==> src/rtl/pipe_pkg.sv <==
// Shared state encodings and defaults for the pipeline stage slice.
package pipe_pkg;

   typedef enum logic [1:0] {
      ST_EMPTY = 2'b00,
      ST_FULL  = 2'b01,
      ST_SKID  = 2'b10
   } pipe_state_e;

   localparam int unsigned STALL_W_DEFAULT = 16;

   function automatic logic holds_beat(input pipe_state_e st);
      return (st != ST_EMPTY);
   endfunction

endpackage

==> src/rtl/pipe_stall_counter.sv <==
// Saturating counter of backpressured cycles; clear beats increment.
module pipe_stall_counter
   import pipe_pkg::*;
#(
   parameter int unsigned STALL_W = STALL_W_DEFAULT
) (
   input  logic               clk,
   input  logic               reset_n,
   input  logic               inc,
   input  logic               clr,
   output logic [STALL_W-1:0] cnt
);

   logic [STALL_W-1:0] cnt_q;
   logic [STALL_W-1:0] cnt_d;
   logic [STALL_W-1:0] one_s;

   assign one_s = {{(STALL_W-1){1'b0}}, 1'b1};

   // Next count: clear has priority, increment stops at all-ones.
   always_comb begin
      cnt_d = cnt_q;
      if (clr) begin
         cnt_d = {STALL_W{1'b0}};
      end else if (inc && (cnt_q != {STALL_W{1'b1}})) begin
         cnt_d = cnt_q + one_s;
      end else begin
         cnt_d = cnt_q;
      end
   end

   // Counter register with synchronous active-low reset.
   always_ff @(posedge clk) begin
      if (!reset_n) begin
         cnt_q <= {STALL_W{1'b0}};
      end else begin
         cnt_q <= cnt_d;
      end
   end

   assign cnt = cnt_q;

endmodule

==> src/rtl/pipe_stage_skid.sv <==
// Valid/ready pipeline register with optional skid entry, flush and a
// saturating stall counter.
module pipe_stage_skid
   import pipe_pkg::*;
#(
   parameter int unsigned WIDTH   = 32,
   parameter int unsigned SKID    = 1,
   parameter int unsigned STALL_W = STALL_W_DEFAULT
) (
   input  logic               clk,
   input  logic               reset_n,
   input  logic               in_valid,
   output logic               in_ready,
   input  logic [WIDTH-1:0]   in_data,
   output logic               out_valid,
   input  logic               out_ready,
   output logic [WIDTH-1:0]   out_data,
   input  logic               flush,
   input  logic               stall_clr,
   output logic [STALL_W-1:0] stall_cnt
);

   pipe_state_e      state_q;
   pipe_state_e      state_d;
   pipe_state_e      state_nxt_s;
   logic [WIDTH-1:0] main_q;
   logic [WIDTH-1:0] main_d;
   logic [WIDTH-1:0] skid_q;
   logic [WIDTH-1:0] skid_d;
   logic             in_xfer_s;
   logic             out_xfer_s;
   logic             stall_inc_s;

   assign out_valid   = holds_beat(state_q);
   assign out_data    = main_q;
   assign in_xfer_s   = in_valid & in_ready;
   assign out_xfer_s  = out_valid & out_ready;
   assign stall_inc_s = out_valid & ~out_ready;

   // Ready is gated by reset so nothing is accepted while the stage is held.
   generate
      if (SKID != 0) begin : g_skid_rdy
         assign in_ready = reset_n & (state_q != ST_SKID);
      end else begin : g_pass_rdy
         assign in_ready = reset_n & ((state_q == ST_EMPTY) | out_ready);
      end
   endgenerate

   // State and payload next values; flush overrides only the state.
   always_comb begin
      state_nxt_s = state_q;
      main_d      = main_q;
      skid_d      = skid_q;
      case (state_q)
         ST_EMPTY: begin
            if (in_xfer_s) begin
               state_nxt_s = ST_FULL;
               main_d      = in_data;
            end else begin
               state_nxt_s = ST_EMPTY;
            end
         end
         ST_FULL: begin
            if (in_xfer_s && out_xfer_s) begin
               state_nxt_s = ST_FULL;
               main_d      = in_data;
            end else if (in_xfer_s) begin
               // Without a skid entry in_ready implies out_ready, so this is SKID-only.
               if (SKID != 0) begin
                  state_nxt_s = ST_SKID;
                  skid_d      = in_data;
               end else begin
                  state_nxt_s = ST_FULL;
               end
            end else if (out_xfer_s) begin
               state_nxt_s = ST_EMPTY;
            end else begin
               state_nxt_s = ST_FULL;
            end
         end
         ST_SKID: begin
            if (out_xfer_s) begin
               state_nxt_s = ST_FULL;
               main_d      = skid_q;
            end else begin
               state_nxt_s = ST_SKID;
            end
         end
         default: begin
            state_nxt_s = ST_EMPTY;
         end
      endcase
      state_d = flush ? ST_EMPTY : state_nxt_s;
   end

   // Stage registers; reset clears both payload entries.
   always_ff @(posedge clk) begin
      if (!reset_n) begin
         state_q <= ST_EMPTY;
         main_q  <= {WIDTH{1'b0}};
         skid_q  <= {WIDTH{1'b0}};
      end else begin
         state_q <= state_d;
         main_q  <= main_d;
         skid_q  <= skid_d;
      end
   end

   pipe_stall_counter #(
      .STALL_W (STALL_W)
   ) u_stall (
      .clk     (clk),
      .reset_n (reset_n),
      .inc     (stall_inc_s),
      .clr     (stall_clr),
      .cnt     (stall_cnt)
   );

endmodule

==> config.mk <==
export PLATFORM = sky130hd
export DESIGN_NAME = pipe_stage_skid
export DESIGN_NICKNAME = d
export VERILOG_FILES = /design/src/rtl/pipe_pkg.sv /design/src/rtl/pipe_stall_counter.sv /design/src/rtl/pipe_stage_skid.sv
export SDC_FILE = /design/constraint.sdc
export NUM_CORES = 1
export LEC_CHECK = 0
export CAP_MARGIN = 20
export CELL_PAD_IN_SITES_DETAIL_PLACEMENT = 1
export CELL_PAD_IN_SITES_GLOBAL_PLACEMENT = 1
export CORE_MARGIN = 2
export CORE_UTILIZATION = 38
export DETAILED_ROUTE_END_ITERATION = 8
export PLACE_DENSITY_LB_ADDON = 0.1
export SLEW_MARGIN = 30
export SYNTH_ARGS = -nofsm -noshare
export SYNTH_HDL_FRONTEND = slang
export SYNTH_HIERARCHICAL = 1
export SYNTH_SLANG_ARGS = --single-unit
==> constraint.sdc <==
create_clock -name clk -period 3.24 [get_ports clk]
set_clock_uncertainty 0.1 [all_clocks]
set_input_delay 0.972 -clock clk [delete_from_list [all_inputs] [get_ports clk]]
set_output_delay 0.972 -clock clk [all_outputs]
set_load 0.005 [all_outputs]
* Word level (Yosys, flattened, before mapping)
Index checks and enable logic that the tools add are counted.
** Word-level totals
- Memory bits (writable) :: 0
- Input bits :: 38
- Bits in latches :: 0
- Bits in read-only memories :: 0
- Memories kept :: 0
- Register bits :: 82
- Logic and storage cells :: 38
** Cells by class
- Shift operators :: 0
- Equality and inequality tests :: 7
- Divide/modulo/power cells :: 0
- $lt $le $gt $ge :: 0
- Add/sub/neg operators :: 1
- Reduce and logical (&&, ||, !) cells :: 9
- Multipliers :: 0
- Muxes and demuxes :: 10
- Bitwise logic cells :: 7
** Operators with widths (count)
- 32-bit 2-to-1 mux :: 3
- 32-bit one-hot mux with 3 select lines :: 1
- 16-bit by 1-bit adder with 16-bit output, second input constant :: 1
- 16-bit != test, second input constant :: 1
- 2-bit != test, second input constant :: 4
- 2-bit 2-to-1 mux :: 3
- 2-bit one-hot mux with 3 select lines :: 1
- 1-bit bitwise AND :: 4
- 4-bit AND reduction :: 1
- 2-bit OR reduction :: 2
- 1-bit NOT :: 3
- 3-bit AND reduction :: 1
- 3-bit nonzero test :: 1
- 2-bit by 1-bit == test with 1-bit output, second input constant :: 1
- 2-bit == test, second input constant :: 1
- 1-bit logical AND :: 2
- 2-bit zero test :: 1
- 1-bit 2-to-1 mux :: 2
- 2-bit nonzero test :: 1

* Longest topological paths before layout
- Depth in word-level cells :: 6
- Gate-level depth with buffers :: 12

* By module
Netlist, hierarchy kept.
** By module, submodules not included
- pipe_stage_skid :: times used 1, sequential area each 1321.3 um2, cells an instance 315, area each 2964.1 um2
- pipe_stall_counter :: times used 1, sequential area each 320.3 um2, cells an instance 91, area each 864.6 um2

* Worst setup path before layout
OpenSTA, ideal clock, no wires.
- Path type :: reg-to-reg
- Start point :: reg state_q[0]
- End point :: reg main_q[10] (netlist: out_data[10])
- Data arrival time :: 2.516 ns
- Data required time :: 3.059 ns
- Setup time :: 0.081 ns
- Path slack :: 0.543 ns
- Stages on the path, launching flop included :: 13
- Path through :: dfxtp_1 > buf_2 > or2b_1 > buf_2 > buf_1 > and3_1 > ha_1 > and3b_1 > buf_1 > or3_1 > buf_6 > buf_6 > a211oi_2
** Between the ends
- Longest elaborated chain between the ends :: 6
- Elaborated cells on any way between the ends :: 15
- Classes of those cells :: 6 x eq/ne; 1 x mux; 3 x bitwise; 5 x reduce/logical
** Ends and longest elaborated chain
- from (decl) :: line pipe_stage_skid.sv:23 : pipe_state_e state_q;
- from (signal assigned) :: line pipe_stage_skid.sv:103 : state_q <= state_d;
- 2-bit != test :: line pipe_stage_skid.sv:43 : assign in_ready = reset_n & (state_q != ST_SKID);
- 1-bit bitwise AND :: line pipe_stage_skid.sv:43
- 1-bit bitwise AND :: line pipe_stage_skid.sv:36 : assign in_xfer_s = in_valid & in_ready;
- 1-bit logical AND :: line pipe_stage_skid.sv:64 : if (in_xfer_s && out_xfer_s) begin
- 2-bit != test (no line)
- 4-bit AND reduction (no line)
- to (signal assigned) :: line pipe_stage_skid.sv:100 : main_q <= {WIDTH{1'b0}};
- to (signal assigned) :: line pipe_stage_skid.sv:104 : main_q <= main_d;
- to (decl) :: line pipe_stage_skid.sv:26 : logic [WIDTH-1:0] main_q;
Several ways; a longest one is shown, not always the timed one.
A chain may end at the register's enable or synchronous reset.

* Final worst setup path
- Start point :: in reset_n
- End point :: out in_ready
** Between the ends
- Longest elaborated chain between the ends :: 1
** Ends and longest elaborated chain
- from (decl) :: line pipe_stage_skid.sv:11 : input logic reset_n,
- 1-bit bitwise AND :: line pipe_stage_skid.sv:43
- to (decl) :: line pipe_stage_skid.sv:13 : output logic in_ready,
No other way between the ends.

==> impl_summary.md <==
Run status
The flow ran to the end, and the final reports show no timing, DRC or antenna violations.

Critical path
STA puts the critical path data required time at 2.17 ns. The arrival time of data at the critical path endpoint is 2.01 ns. Setup slack on the worst reg-to-reg path comes out at 0.59 ns.

The endpoint class of the critical path is a primary output. The critical path start-end classification is input pin to primary output. The worst setup path is launched from an input pin. The length in cells of the worst reg-to-reg path is 7. The biggest fanout along the worst timing path is 6.

Power
The post-layout total power is 2.20 mW. The analysis attributes to cell leakage a power of 1.93 nW. The total power per unit cell area is 434 nW/um^2. VDD sags by at most 0.242 mV.

Drt
Summed over all layers, the routed wires come to 10.4 mm. The detail route stage leaves a number of antenna-violating nets equal to 0. The number of iterations in the first detailed-routing pass is 4. For this run, design rule violations remaining after detail routing come to 0. The number of violations reported at the end of detailed-routing iteration 0 is 80. The per-cell routed wire length is 16.9 um. Dividing the detail-routed via count by the number of cells gives 5.43. The total vias in the final route is 3353.

Layout
The library cells used most frequently in the layout, excluding fill and tap cells, are 86 x sky130_fd_sc_hd__clkdlybuf4s50_1, 82 x sky130_fd_sc_hd__dfxtp_1, 70 x sky130_fd_sc_hd__nand2_1, 36 x sky130_fd_sc_hd__a21oi_1, 35 x sky130_fd_sc_hd__nor4_1. Fill cells in the final layout number 1118. In the final layout, the share of cells above drive strength 1 is 0.140. Summing all multi-input logic gate instances after layout gives 2000 um^2. Excluding fillers, the count of instances in the completed layout stands at 617. The library cell used most frequently in the layout, excluding fill and tap cells, is sky130_fd_sc_hd__clkdlybuf4s50_1.

The net total in the final layout is 520. The area growth from synthesis to layout is 32.1%. The number of antenna diodes in the final layout is 0. The sequential cells in the finished layout cover a total of 1640 um^2.

STA
The number of slew-limit violations in the final report is 0. The number of hold-slack violations in the final timing report is 0. The number of endpoints failing setup at the final stage is 0. For the finished layout, the period the worst path requires is 3.08 ns. Setup repair after global routing left no endpoint under its margin. For the pin with the worst max-slew slack, the measured transition is 0.548 ns.

Of the available clock period, the critical path in the final layout requires 0.950. Headroom to the max-slew limit came out at 0.633. The worst setup slack after layout is 0.163 ns. The top achievable clock speed is 0.325 GHz.

Global routing
For this run, the total global-route usage over all layers was measured as 0.195. The initial antenna violation count was 0. In the global route stage, met1 resource usage came out at 0.233. The maximum number of pins on one net before global-route repair is 39. The layer carrying the most global-route usage is met2. The number of global-route vias before repair is 3538.

The remaining global-route overflow is 0. The met3 global-route usage is 0.0395. The first-pass GRT wire length is 17.2 mm. For met2 alone, demand over resource in global routing was 0.343.

Clocking
The CTS tree is done. Buffers inserted during clock tree synthesis total 9. Once the clock tree was built, the setup fixing pass inserted 0 buffers.

The root buffer cell is sky130_fd_sc_hd__clkbuf_8. The clock passes through at most 2 buffers. The CTS clock-pin slew for the worst setup and hold paths is 0.09 ns. The TritonCTS sink count is 82. Clock latency on the worst-skew pair, taken at its later pin, is 0.36 ns. The number of hold buffers added after CTS was 0. The total of cells resized after clock tree synthesis is 1. The number of H-tree levels is 3.

Flow run
The number of violations of the max-capacitance limit is 0.

Min path
The class of the tightest hold or removal check is flop to flop. The worst hold path was traced through 2 stages.

Floorplan
The die is 104 um wide. The placeable core region is 9770 um^2. The die covers 10900 um^2.

The floorplan step set the die height to 104 um. The number of top-level pins is 88. The floorplan has 36 rows. The initial utilization of the core area, before any placement, comes to 0.392.

Yosys
The post-synthesis register bit count is 82. The number of nets handed over by synthesis was 447. The number of flops mapped to enable cells by yosys is 0. Each instance of the synthesized netlist takes up on average 9.43 um^2. The post-synthesis sequential area ratio is 0.429.

Among all flip-flop cells after synthesis, the most frequent one is sky130_fd_sc_hd__dfxtp_1. The number of different library cells in the post-synthesis netlist is 51. In the synthesized netlist the async set-or-reset flop fraction comes to 0.

The total number of yosys warnings is 6. Synthesis produced a netlist whose cell count is 406. The post-synthesis instance area is 3830 um^2.

Placed design
The number of buffers inserted by port buffering is 87. The worst slack at placement is -0.126 ns. Counting tap cells, the placed design contains a total of 601 instances.

The weighted congestion at the end of routability-driven global placement is 0.758. Detailed placement finished with a half-perimeter wire length of 6.80 mm.
==> report_power, final <==
part / switching (mW) / leakage, nW / internal (mW)
Sequential: 0.0214 / 0.667 / 1.04
Combinational: 0.124 / 1.15 / 0.159
Clock: 0.371 / 0.117 / 0.477
==> layout make-up <==
| class | count | share of cell area |
|---|---|---|
| well taps | 133 | 0.0329 |
| repair buffers | 98 | 0.198 |
| flip-flops and latches | 82 | 0.325 |
| clock buffers | 12 | 0.0307 |
| clock inverters | 4 | 0.0146 |
| inverters | 4 | 0.00297 |
| multi-input cells | 284 | 0.396 |
==> registers in the layout, summed over array words and instances (netlist names) <==
signal / cells
out_data: 32
u_stall/cnt: 16
skid_q: 32
state_q: 2
==> final timing paths <==
check	start	end
setup / recovery	reset_n	in_ready
hold / removal	skid_q[22]	skid_q[22]
setup reg to reg	state_q[1]	out_data[28]
hold reg to reg	skid_q[22]	skid_q[22]
==> layer usage <==
metal,vias up,part of all wire
met5,-,0
met4,0,0.015
met3,12,0.045
met2,63,0.51
met1,1645,0.43
li1,1633,-
==> worst max-delay path, stage by stage <==
cell and delay (ns):
sky130_fd_sc_hd__dlygate4sd2_1 0.34, sky130_fd_sc_hd__and2_1 0.18, sky130_fd_sc_hd__clkdlybuf4s50_1 0.51
==> kinds of logic (layout without fill, tap and decap cells) <==
logic type	after synthesis	after routing	synth area share
AO/OA/AOI/OAI	89	89	0.198
XOR/XNOR	4	4	0.00915
adder cells (fa/ha/maj)	3	3	0.00980
buffers and inverters	40	118	0.0487
flip-flops	82	82	0.429
multiplexers	33	33	0.0863
AND/OR/NAND/NOR	155	155	0.219
==> stage by stage <==
step | hold slack, ns | TNS, ns | utilization | instance area, um^2
after floorplan | 0.336 | 0 | - | 3830
after global placement | 0.341 | -0.103 | 0.494 | 4830
after detailed placement | 0.347 | -0.126 | 0.494 | 4830
after CTS | 0.358 | 0 | 0.517 | 5060
after global routing | 0.375 | 0 | 0.517 | 5060
final | 0.358 | 0 | 0.517 | 5060
==> Yosys cell counts (3+ instances only) <==
| cell type | n | share of area |
|---|---|---|
| sky130_fd_sc_hd__a211oi_1 | 3 | 0.0059 |
| sky130_fd_sc_hd__a211oi_2 | 30 | 0.098 |
| sky130_fd_sc_hd__a21oi_1 | 36 | 0.047 |
| sky130_fd_sc_hd__and2_1 | 4 | 0.0065 |
| sky130_fd_sc_hd__and3b_1 | 3 | 0.0069 |
| sky130_fd_sc_hd__buf_1 | 3 | 0.0029 |
| sky130_fd_sc_hd__buf_2 | 4 | 0.0052 |
| sky130_fd_sc_hd__buf_6 | 4 | 0.012 |
| sky130_fd_sc_hd__clkbuf_1 | 24 | 0.024 |
| sky130_fd_sc_hd__dfxtp_1 | 82 | 0.43 |
| sky130_fd_sc_hd__ha_1 | 3 | 0.0098 |
| sky130_fd_sc_hd__inv_1 | 4 | 0.0039 |
| sky130_fd_sc_hd__mux2i_1 | 33 | 0.086 |
| sky130_fd_sc_hd__nand2_1 | 70 | 0.069 |
| sky130_fd_sc_hd__nand2b_1 | 3 | 0.0049 |
| sky130_fd_sc_hd__nand3_1 | 4 | 0.0052 |
| sky130_fd_sc_hd__nor2_1 | 10 | 0.0098 |
| sky130_fd_sc_hd__nor4_1 | 35 | 0.057 |
| sky130_fd_sc_hd__o21ai_0 | 4 | 0.0052 |
| sky130_fd_sc_hd__or3_1 | 3 | 0.0049 |
| sky130_fd_sc_hd__xor2_1 | 3 | 0.0069 |
Note: power is estimated with default switching activity, not from simulation.
